## src/rtl/usbf_rx_byte_packer.sv

```systemverilog
// USB RX byte packer: packs one received data packet into FIFO words (w_clk domain).
// Optional CRC16 residual check when USBF_RX_CRC16_EN is defined.
//
// Ports:
//   w_clk, rst_n        clock, asynchronous active-low reset
//   rx_valid/rx_data    decoded byte stream; rx_sop marks the first byte
//   rx_eop              end-of-packet pulse (no data); rx_err aborts the packet
//   fifo_full           registered FIFO full flag
//   fifo_din/fifo_w_en  packed little-endian word and its write strobe
//   fifo_w_flush        one-cycle write-side flush on abort
//   pkt_done/pkt_ok     packet-complete pulse and its status qualifier
//   pkt_len/pkt_ovf     data byte count and overflow flag of the last packet
//
// Configuration macro: USBF_RX_CRC16_EN (CRC16 residual check, pkt_len excludes CRC bytes).

module usbf_rx_byte_packer #(
    parameter int DATA_W  = 32,
    parameter int LEN_W   = 11,
    parameter int MAX_LEN = 1026
) (
    input  logic              w_clk,
    input  logic              rst_n,
    input  logic              rx_valid,
    input  logic [7:0]        rx_data,
    input  logic              rx_sop,
    input  logic              rx_eop,
    input  logic              rx_err,
    input  logic              fifo_full,
    output logic [DATA_W-1:0] fifo_din,
    output logic              fifo_w_en,
    output logic              fifo_w_flush,
    output logic              pkt_done,
    output logic              pkt_ok,
    output logic [LEN_W-1:0]  pkt_len,
    output logic              pkt_ovf
);

    localparam int BPW    = DATA_W / 8;
    localparam int LANE_W = (BPW > 1) ? $clog2(BPW) : 1;

    localparam logic [LANE_W-1:0] LAST_LANE = LANE_W'(BPW - 1);
    localparam logic [LEN_W-1:0]  MAX_CNT   = LEN_W'(MAX_LEN);
    localparam logic [LEN_W-1:0]  SAT_CNT   = LEN_W'(MAX_LEN + 1);

    typedef enum logic [2:0] {
        S_IDLE,
        S_RECV,
        S_TAIL,
        S_DONE,
        S_ABORT
    } state_t;

    state_t state;
    state_t state_nx;

    logic [LANE_W-1:0] lane;
    logic [LEN_W-1:0]  count;
    logic [DATA_W-1:0] wbuf;
    logic              ovf;
    logic              len_err;

    logic              in_recv;
    logic              sop_take;
    logic              abort_req;
    logic              eop_req;
    logic              byte_req;
    logic              len_full;
    logic              byte_take;
    logic [LANE_W-1:0] cur_lane;
    logic [DATA_W-1:0] word_fill;
    logic              word_done;
    logic              tail_wr;
    logic              wr_req;
    logic [DATA_W-1:0] wr_word;
    logic              ok_nx;
    logic [LEN_W-1:0]  len_nx;

`ifdef USBF_RX_CRC16_EN
    logic [15:0] crc;

    // Reflected CRC16 (poly 0xA001), one byte LSB first.
    function automatic logic [15:0] crc16_upd(
        input logic [15:0] c,
        input logic [7:0]  d
    );
        logic [15:0] r;
        r = c;
        for (int i = 0; i < 8; i++) begin
            if (r[0] ^ d[i]) begin
                r = (r >> 1) ^ 16'hA001;
            end else begin
                r = r >> 1;
            end
        end
        return r;
    endfunction
`endif

    // Input qualification and byte-lane merge.
    always_comb begin
        in_recv   = (state == S_RECV);
        sop_take  = (state == S_IDLE) & rx_valid & rx_sop
                  & ~rx_eop & ~rx_err;
        abort_req = in_recv & (rx_err | rx_sop);
        eop_req   = in_recv & rx_eop & ~abort_req;
        byte_req  = in_recv & rx_valid & ~rx_eop
                  & ~rx_err & ~rx_sop;
        len_full  = (count >= MAX_CNT);
        byte_take = sop_take | (byte_req & ~len_full);

        // A new packet always starts from an empty word in lane 0.
        cur_lane  = sop_take ? '0 : lane;
        word_fill = sop_take ? '0 : wbuf;
        for (int i = 0; i < BPW; i++) begin
            if (cur_lane == LANE_W'(i)) begin
                word_fill[8*i +: 8] = rx_data;
            end
        end

        word_done = byte_take & (cur_lane == LAST_LANE);
        // A packet that overran its length never flushes its tail.
        tail_wr   = eop_req & (lane != '0) & ~len_err;
        wr_req    = word_done | tail_wr;
        wr_word   = word_done ? word_fill : wbuf;
    end

    // Final status, evaluated while in TAIL.
    always_comb begin
`ifdef USBF_RX_CRC16_EN
        ok_nx  = ~ovf & ~len_err
               & (crc == 16'hB001)
               & (count >= LEN_W'(2));
        len_nx = (count >= LEN_W'(2)) ?
                 count - LEN_W'(2) : '0;
`else
        ok_nx  = ~ovf & ~len_err;
        len_nx = count;
`endif
    end

    always_ff @(posedge w_clk or negedge rst_n) begin
        if (!rst_n) begin
            state <= S_IDLE;
        end else begin
            state <= state_nx;
        end
    end

    always_comb begin
        state_nx = state;
        unique case (state)
            S_IDLE: begin
                if (sop_take) begin
                    state_nx = S_RECV;
                end
            end
            S_RECV: begin
                if (abort_req) begin
                    state_nx = S_ABORT;
                end else if (eop_req) begin
                    state_nx = S_TAIL;
                end
            end
            S_TAIL:  state_nx = S_DONE;
            S_DONE:  state_nx = S_IDLE;
            S_ABORT: state_nx = S_IDLE;
            default: state_nx = S_IDLE;
        endcase
    end

    // Packing datapath and per-packet bookkeeping.
    always_ff @(posedge w_clk or negedge rst_n) begin
        if (!rst_n) begin
            lane    <= '0;
            count   <= '0;
            wbuf    <= '0;
            ovf     <= 1'b0;
            len_err <= 1'b0;
        end else begin
            if (byte_take) begin
                lane <= word_done ? '0 : cur_lane + 1'b1;
                wbuf <= word_done ? '0 : word_fill;
            end else if (eop_req | abort_req) begin
                lane <= '0;
                wbuf <= '0;
            end

            if (sop_take) begin
                count   <= LEN_W'(1);
                len_err <= 1'b0;
                ovf     <= wr_req & fifo_full;
            end else begin
                if (byte_take) begin
                    count <= count + 1'b1;
                end else if (byte_req & len_full) begin
                    count <= SAT_CNT;
                end
                len_err <= len_err | (byte_req & len_full);
                ovf     <= ovf | (wr_req & fifo_full);
            end
        end
    end

`ifdef USBF_RX_CRC16_EN
    always_ff @(posedge w_clk or negedge rst_n) begin
        if (!rst_n) begin
            crc <= 16'hFFFF;
        end else if (sop_take) begin
            crc <= crc16_upd(16'hFFFF, rx_data);
        end else if (byte_take) begin
            crc <= crc16_upd(crc, rx_data);
        end
    end
`endif

    // Registered outputs. A word is dropped when fifo_full is seen in
    // the cycle its write is decided (the cycle before the strobe).
    always_ff @(posedge w_clk or negedge rst_n) begin
        if (!rst_n) begin
            fifo_din     <= '0;
            fifo_w_en    <= 1'b0;
            fifo_w_flush <= 1'b0;
            pkt_done     <= 1'b0;
            pkt_ok       <= 1'b0;
            pkt_len      <= '0;
            pkt_ovf      <= 1'b0;
        end else begin
            fifo_w_en    <= wr_req & ~fifo_full;
            fifo_w_flush <= abort_req;
            pkt_done     <= abort_req | (state == S_TAIL);
            pkt_ok       <= 1'b0;
            if (wr_req) begin
                fifo_din <= wr_word;
            end
            if (abort_req) begin
                pkt_len <= count;
                pkt_ovf <= ovf;
            end else if (state == S_TAIL) begin
                pkt_ok  <= ok_nx;
                pkt_len <= len_nx;
                pkt_ovf <= ovf;
            end
        end
    end

endmodule

```

## config.mk

```make
export PLATFORM = sky130hd
export DESIGN_NAME = usbf_rx_byte_packer
export DESIGN_NICKNAME = d
export VERILOG_FILES = /design/src/rtl/usbf_rx_byte_packer.sv
export SDC_FILE = /design/constraint.sdc
export NUM_CORES = 1
export LEC_CHECK = 0
export ABC_AREA = 1
export BUFFER_PORTS_ARGS = -buffer_cell sky130_fd_sc_hd__buf_2
export CAP_MARGIN = 20
export CORE_MARGIN = 2
export CORE_UTILIZATION = 46
export CTS_CLUSTER_SIZE = 28
export DETAILED_ROUTE_END_ITERATION = 8
export PLACE_DENSITY_LB_ADDON = 0.25
export SYNTH_ARGS = -nofsm -noshare
export SYNTH_HDL_FRONTEND = slang
export SYNTH_SLANG_ARGS = --single-unit
```

## constraint.sdc

```tcl
create_clock -name w_clk -period 2.1 [get_ports w_clk]
set_clock_uncertainty 0.05 [all_clocks]
set_input_delay 0.105 -clock w_clk [delete_from_list [all_inputs] [get_ports w_clk]]
set_output_delay 0.105 -clock w_clk [all_outputs]
set_load 0.05 [all_outputs]
```

==> impl_metrics.toml, run 1 <==
[placed_design]
port-buffer-count = 62
placed_area_um2 = 5570
gp_congestion = 0.834
dp_worst_setup_slack_ps = 26.8
dp_hpwl_mm = 8.30

[clock_tree]
cts_sinks = 98
clock_latency_ps = 390
clk_pin_slew_worst_paths_ps = 90
cts_buffer_depth = 2
tritoncts = "yes"
cts_buffers = 9
htreeDepth = 3
cts_root_buf = "clkbuf_8"

[run_status]
status = "complete, no violations"

[layout]
final_util = 0.560
finalInstanceArea_um2 = 6080
n_antenna_cell = 0
syn2layout_area_growth_pct = 19.2
layout.nets = 729
layout-drive-gt1-share = 0.223
layout_commonest_cell = "nand2_1"
layout_common_cells = "nand2_1, dfrtp_1, buf_2"

[pwr]
p_leak_nw = 3.27
power_mw = 7.02
peakVddDrop_mv = 0.734
powerDensity_nw_per_um2 = 1160

[sta]
rsz0062_at_grt = "true"
fin_crit_sh = 0.939
slew-limit-headroom = 0.451
finalHoldWorstSlack_ps = 77.8
period_needed_ps = 1970
maxSlewViolCount = 0
hold_viol = 0
finalSetupViolations = 0
worst_pin_slew_ps = 823
fin_ws_ps = 128
timing.fmax_mhz = 507

[critical_path]
reg2regPathDepth = 13
cp-end-kind = "register"
r2r-start = "state[0]"
rrSetupSlack_ps = 130
crit_arrival_ps = 2200
start_kind = "register"
required_ps = 2320
crit_path_frequent_cell = "nand2_1"
path_cells = "or2_4 > nor2_4 > nand2_2 > inv_2 > nor2_2 > ha_2 > buf_6 > nand2_1 > inv_1 > a31oi_2 > nor2_1 > nand2_1 > nand2_1"
critical_path_class = "reg -> reg"
reg2reg_to = "wbuf[14]"
crit_fanout = 8
slowest_stage = "dfrtp_1"
slowest_delay_ps = 390

[yosys]
netlist_instances = 641
ys_seq_elements = 98
ys_async_sr_fraction = 1.00
synthFlopType = "dfrtp_1"
synth-seq-area-share = 0.481
synth_area_um2 = 5100
syn_nets = 662
synth_edf_count = 0
synth.avg_cell_area_um2 = 7.95
yosysUniqueCellTypes = 41
ys_warn_count = 0

[floorplan]
die_w_um = 109
num_rows = 38
start_util = 0.470
core_area_um2 = 10800
io_pins = 63
dieArea_um2 = 11900
die_h_um = 109

[global_route]
gr-total-overflow = 0
grt_max_degree = 61
grt_pass1_vias = 4349
grt.total_usage = 0.224
grt_pass1_wl_mm = 20.8
antenna_found_initial = 0

[drt]
maxUsedRoutingLayer = "met4"
drtPass1Iterations = 6
vias = 4568
dr_wl_met2_mm = 6.72
routed_wl_mm = 13.4
post_drt_wl_per_cell_um = 15.7
drtAntennaViolNets = 0
post_drt_via_cell_ratio = 5.36
wl_met1_mm = 5.70
drt_iter0_drc = 272
drc = 0
met3WireLength_um = 716

[flow_run]
maxCapViolCount = 0

[min_path]
min_from = "rx_data[0]"
min_to = "fifo_din[24]"
hold_class = "in -> reg"
whs_path_depth = 5
cell type report:
class                           instances  area [um2]
Fill cell                             981        4760
Sequential cell                        98        2450
Multi-Input combinational cell        445        2330
Timing Repair Buffer                   91         633
Inverter                               63         244
Tap cell                              140         175
Clock buffer                            9         124
Clock inverter                          7         116
power by group:
group,switching (mW),internal [mW]
clock,0.695,0.791
sequential,0.283,2.28
combinational,2.09,0.886
total,3.07,3.96
registers in the layout (all words and copies together) (netlist names):
register,cells
lane,2
fifo_din,32
wbuf,32
fifo_w_flush,1
pkt_ok,1
pkt_len,11
state,3
len_err,1
count,11
ovf,1
pkt_done,1
pkt_ovf,1
fifo_w_en,1
synthesized netlist by cell type, types with 4 or more instances:
| cell | number | area [um2] |
|---|---|---|
| a21boi_2 | 4 | 45.0 |
| a21oi_1 | 13 | 65.1 |
| a21oi_2 | 4 | 35.0 |
| a31oi_1 | 25 | 156 |
| buf_2 | 14 | 70.1 |
| buf_6 | 9 | 101 |
| clkbuf_1 | 8 | 30.0 |
| dfrtp_1 | 98 | 2450 |
| ha_1 | 6 | 75.1 |
| inv_1 | 58 | 218 |
| nand2_1 | 216 | 811 |
| nand3_1 | 21 | 105 |
| nand3b_1 | 4 | 30.0 |
| nand4_1 | 30 | 188 |
| nor2_1 | 51 | 191 |
| nor3_1 | 7 | 35.0 |
| o21ai_0 | 12 | 60.1 |
| o21ai_1 | 24 | 120 |
| o22ai_1 | 4 | 25.0 |
critical path: cells and delay by family, from the launching register on:
kind	cells	cell delay (ps)
compound gates	1	170
simple gates	8	770
buf+inv	3	290
fa+ha+maj	1	210
flops	1	390
timing repair:
| action | in CTS | in global routing |
|---|---|---|
| endpoints found under the hold margin | 45 | 0 |
| setup endpoints to repair | 0 | 67 |
| hold buffers | 4 | 0 |
| gates resized for setup | 0 | 34 |
| buffers inserted | 0 | 2 |
through the flow:
step	TNS, ps	cells
3_5_place_dp	0	828
2_1_floorplan	0	641
6_report	0	853
3_3_place_gp	0	828
4_1_cts	0	848
5_1_grt	-116	853
worst max-delay path by stage:
stage                     endpoint  startpoint  slack (ps)
after detailed placement  wbuf[19]    state[2]          30
after floorplan            wbuf[4]    state[0]          40
final                     wbuf[14]    state[0]         130
after CTS                 wbuf[19]    state[2]           7
after global routing       wbuf[7]    state[2]         -40
after global placement    wbuf[21]    state[0]          60
cell families (layout without fill, tap and decap cells):
| logic type | after synthesis | after routing | share of synthesized area |
|---|---|---|---|
| adders and majority gates | 6 | 6 | 0.0147 |
| buffers and inverters | 99 | 170 | 0.0916 |
| xor gates and xnor gates | 3 | 3 | 0.00516 |
| muxes | 1 | 1 | 0.00221 |
| AOI/OAI and AO/OA | 91 | 92 | 0.111 |
| and+or+nand+nor | 343 | 343 | 0.294 |
| DFF | 98 | 98 | 0.481 |
per-layer routing:
| metal | GRT usage | vias up |
|---|---|---|
| li1 | - | 2209 |
| met1 | 0.288 | 2195 |
| met2 | 0.375 | 149 |
| met3 | 0.0347 | 15 |
| met4 | 0.0967 | 0 |
| met5 | 0 | - |
Power figures use the tool's default switching activity.
==> inputs of run 2 (changes only) <==
- MAX_ROUTING_LAYER: unset -> met4
==> impl_metrics.toml, run 2 (same netlist as run 1, synthesis figures left out) <==
[run_status]
status = "complete, no violations"

[sta]
period_needed_ps = 2060
timing.fmax_mhz = 485
hold_viol = 0
maxSlewViolCount = 0
slew-limit-headroom = 0.460
finalSetupViolations = 0
finalHoldWorstSlack_ps = 72.8
worst_pin_slew_ps = 810
rsz0062_at_grt = "true"
fin_crit_sh = 0.982

[drt]
post_drt_wl_per_cell_um = 15.8
drtPass1Iterations = 6
post_drt_via_cell_ratio = 5.39
drtAntennaViolNets = 0
drc = 0
drt_iter0_drc = 327
vias = 4598
routed_wl_mm = 13.5

[placed_design]
dp_hpwl_mm = 8.30
gp_congestion = 0.847
port-buffer-count = 62

[critical_path]
rrSetupSlack_ps = 40
crit_fanout = 8
reg2reg_to = "wbuf[23]"
critical_path_class = "reg -> reg"
cp-end-kind = "register"
r2r-start = "state[2]"
required_ps = 2340
crit_arrival_ps = 2300
reg2regPathDepth = 12
start_kind = "register"

[layout]
layout-drive-gt1-share = 0.226
fill_cells = 973
layout_common_cells = "nand2_1, dfrtp_1, buf_2"
n_antenna_cell = 0
layout.nets = 729
syn2layout_area_growth_pct = 19.9
largestRegisters = "fifo_din (32), wbuf (32)"
layout_commonest_cell = "nand2_1"
multi_input_area_um2 = 2360
register_area_um2 = 2450

[clock_tree]
htreeDepth = 3
clock_latency_ps = 390
cts_buffers = 9
cts_root_buf = "clkbuf_8"
clk_pin_slew_worst_paths_ps = 100
cts_sinks = 98
cts_buffer_depth = 2
tritoncts = "yes"

[global_route]
busiest_layer = "met2"
grt.total_usage = 0.231
grt_util_met2 = 0.374
met1_usage = 0.291
grt_pass1_vias = 4346
grt_pass1_wl_mm = 20.9
antenna_found_initial = 0
grtUsageMet3 = 0.0347
grt_max_degree = 61
gr-total-overflow = 0

[min_path]
whs_path_depth = 5
hold_class = "in -> reg"
min_from = "rx_data[0]"
min_to = "fifo_din[24]"

[pwr]
peakVddDrop_mv = 0.734
p_leak_nw = 3.27
powerDensity_nw_per_um2 = 1160
power_mw = 7.07

[floorplan]
die_h_um = 109
num_rows = 38
die_w_um = 109
core_area_um2 = 10800
io_pins = 63
dieArea_um2 = 11900
start_util = 0.470

[flow_run]
maxCapViolCount = 0
## run 2: cell counts in the layout (fill, tap and decap cells not counted)
Identical to the previous run, type by type.
## run 2: report_power, final
| part | leakage [nW] | total, mW | switching [mW] | internal [mW] |
|---|---|---|---|---|
| clock | 0.120 | 1.49 | 0.699 | 0.791 |
| combinational | 1.84 | 3.02 | 2.11 | 0.912 |
| sequential | 1.31 | 2.56 | 0.283 | 2.28 |
| total | 3.27 | 7.07 | 3.09 | 3.98 |
## run 2: worst max path at each step
stage	slack, ps	start	end	cells after the start
CTS	7	state[2]	wbuf[19]	14
detailed placement	30	state[2]	wbuf[19]	14
global route	-60	state[2]	wbuf[23]	13
global placement	60	state[0]	wbuf[21]	12
floorplan	40	state[0]	wbuf[4]	13
finish	40	state[2]	wbuf[23]	12
## run 2: layer usage
metal,part of all wire,wire (um),vias up
li1,-,-,2211
met1,0.42,5700,2205
met2,0.49,6650,151
met3,0.056,761,31
met4,0.026,357,0
met5,0,0,-
## run 2: worst max-delay path, stage by stage, from the launching register on
cell and delay, ps:
dfrtp_1 390, or2_4 280, nor2_4 120, nand2_2 100, inv_4 100, nor2_4 50, inv_2 110, ha_4 170
inv_2 90, a31oi_1 280, nor2_1 90, nand2_1 80, nand2_1 50
## run 2: area by class of cell
type | instances | share of cell area
clock buffers | 9 | 0.0203
repair buffers | 91 | 0.104
inverters | 63 | 0.0403
flip-flops and latches | 98 | 0.401
clock inverters | 7 | 0.0190
well taps | 140 | 0.0287
multi-input cells | 445 | 0.387
## run 2: through the flow
step | cell area [um2] | utilization | cells | worst slack (ps) | setup TNS [ps]
floorplan | 5100 | - | 641 | 40.0 | 0
detailed placement | 5570 | 0.514 | 828 | 26.8 | 0
CTS | 5850 | 0.539 | 848 | 7.30 | 0
global route | 6110 | 0.564 | 853 | -63.7 | -164
finish | 6110 | 0.564 | 853 | 38.1 | 0
global placement | 5570 | 0.514 | 828 | 63.4 | 0
## run 2: what timing repair did
| item | 4_1_cts | 5_1_grt |
|---|---|---|
| gates resized for setup | 0 | 40 |
| setup endpoints to repair | 0 | 67 |
| buffers inserted | 0 | 2 |
| hold endpoints to repair | 45 | 0 |
| hold buffers | 4 | 0 |
==> inputs of run 3 (changes only) <==
- RECOVER_POWER: unset -> 100
==> impl_metrics.toml, run 3 (same netlist as run 1, synthesis figures left out) <==
[sta]
finalSetupViolations = 0
rsz0062_at_grt = "true"
maxSlewViolCount = 0
hold_viol = 0
finalHoldWorstSlack_ps = 68.1
worst_pin_slew_ps = 1140
fin_crit_sh = 0.982
fin_ws_ps = 38.5
period_needed_ps = 2060
timing.fmax_mhz = 485
slew-limit-headroom = 0.239

[critical_path]
crit_fanout = 8
slowest_delay_ps = 390
crit_arrival_ps = 2300
cp-end-kind = "register"
critical_path_class = "reg -> reg"
slowest_stage = "dfrtp_1"
path_cells = "or2_4 > nor2_4 > nand2_2 > inv_4 > nor2_4 > inv_2 > ha_4 > inv_2 > a31oi_1 > nor2_1 > nand2_1 > nand2_1"
r2r-start = "state[2]"
rrSetupSlack_ps = 40
start_kind = "register"
crit_start = "state[2]"
required_ps = 2340

[global_route]
gr-total-overflow = 0
grt_max_degree = 61
grt_pass1_vias = 4346
grt_pass1_wl_mm = 20.9
grtUsageMet3 = 0.0347
busiest_layer = "met2"
grt.total_usage = 0.231
grt_util_met2 = 0.374
antenna_found_initial = 0
met1_usage = 0.291

[clock_tree]
htreeDepth = 3
cts_buffer_depth = 2
cts_sinks = 98
tritoncts = "yes"
clk_pin_slew_worst_paths_ps = 100
clock_latency_ps = 390
cts_buffers = 9
cts_root_buf = "clkbuf_8"

[floorplan]
core_area_um2 = 10800
io_pins = 63
num_rows = 38
die_h_um = 109
dieArea_um2 = 11900
start_util = 0.470
die_w_um = 109

[layout]
finalInstanceArea_um2 = 6110
n_antenna_cell = 0
layout-drive-gt1-share = 0.226
layout_common_cells = "nand2_1, dfrtp_1, buf_2"
layout_commonest_cell = "nand2_1"
fill_cells = 974
multi_input_area_um2 = 2360
finalNonFillerCells = 853
syn2layout_area_growth_pct = 19.8
layout.nets = 729
register_area_um2 = 2450
largestRegisters = "fifo_din (32), wbuf (32)"

[drt]
routed_wl_mm = 13.5
post_drt_wl_per_cell_um = 15.8
drt_iter0_drc = 327
drc = 0
post_drt_via_cell_ratio = 5.41
drtPass1Iterations = 6
drtAntennaViolNets = 0
vias = 4615

[placed_design]
placedCellCount = 828
dp_hpwl_mm = 8.30
gp_congestion = 0.847
placed_area_um2 = 5570
port-buffer-count = 62
dp_worst_setup_slack_ps = 26.8

[min_path]
hold_class = "in -> reg"
min_from = "rx_data[6]"

[run_status]
status = "complete, no violations"

[flow_run]
maxCapViolCount = 0

[pwr]
p_leak_nw = 3.27
peakVddDrop_mv = 0.734
powerDensity_nw_per_um2 = 1160
==> run 3: changes by cell type in the layout (fill, tap and decap cells not counted), sizes merged <==
cell / previous run / this run
clkbuf: 11 / 12
buf: 85 / 84
==> run 3: final timing paths <==
kind	to	depth (start not counted)
worst max-delay path	wbuf[23]	12
worst min-delay path	fifo_din[30]	4
worst max register to register	wbuf[23]	12
worst min register to register	pkt_ok	1
max in group asynchronous	fifo_din[16]	3
min in group asynchronous	wbuf[1]	2
==> run 3: per-layer routing <==
metal	up-vias	routed length [um]
met5	-	0
met4	0	370
met3	33	716
met2	144	6660
met1	2228	5750
li1	2210	-
==> run 3: cell type report <==
cell class | instances | area share
Sequential cell | 98 | 0.402
Multi-Input combinational cell | 445 | 0.387
Timing Repair Buffer | 91 | 0.103
Inverter | 63 | 0.0404
Tap cell | 140 | 0.0287
Clock buffer | 9 | 0.0203
Clock inverter | 7 | 0.0191
==> run 3: repair_timing <==
action,CTS,global route
resized for setup,0,40
endpoints found under the hold margin,45,0
hold buffers,4,0
endpoints found under the setup margin,0,67
setup buffers,0,2
==> run 3: worst max-delay path, delay by kind of cell (launching register included) <==
family	cells	cell delay, ps
DFF	1	390
and+or+nand+nor	7	770
AOI/OAI and AO/OA	1	280
buffers and inverters	3	300
adders and majority gates	1	170
==> run 3: per-stage QoR <==
stage / util / power [mW] / setup TNS [ps]
floorplan: - / 4.61 / 0
global placement: 0.514 / 5.24 / 0
detailed placement: 0.514 / 5.31 / 0
CTS: 0.539 / 6.81 / 0
global route: 0.563 / 7.50 / -164
finish: 0.563 / 7.08 / 0
==> run 3: power breakdown <==
part	switching (mW)	internal, mW	total, mW
clock network	0.701	0.791	1.49
registers	0.283	2.28	2.56
logic	2.11	0.911	3.02
total	3.09	3.98	7.08
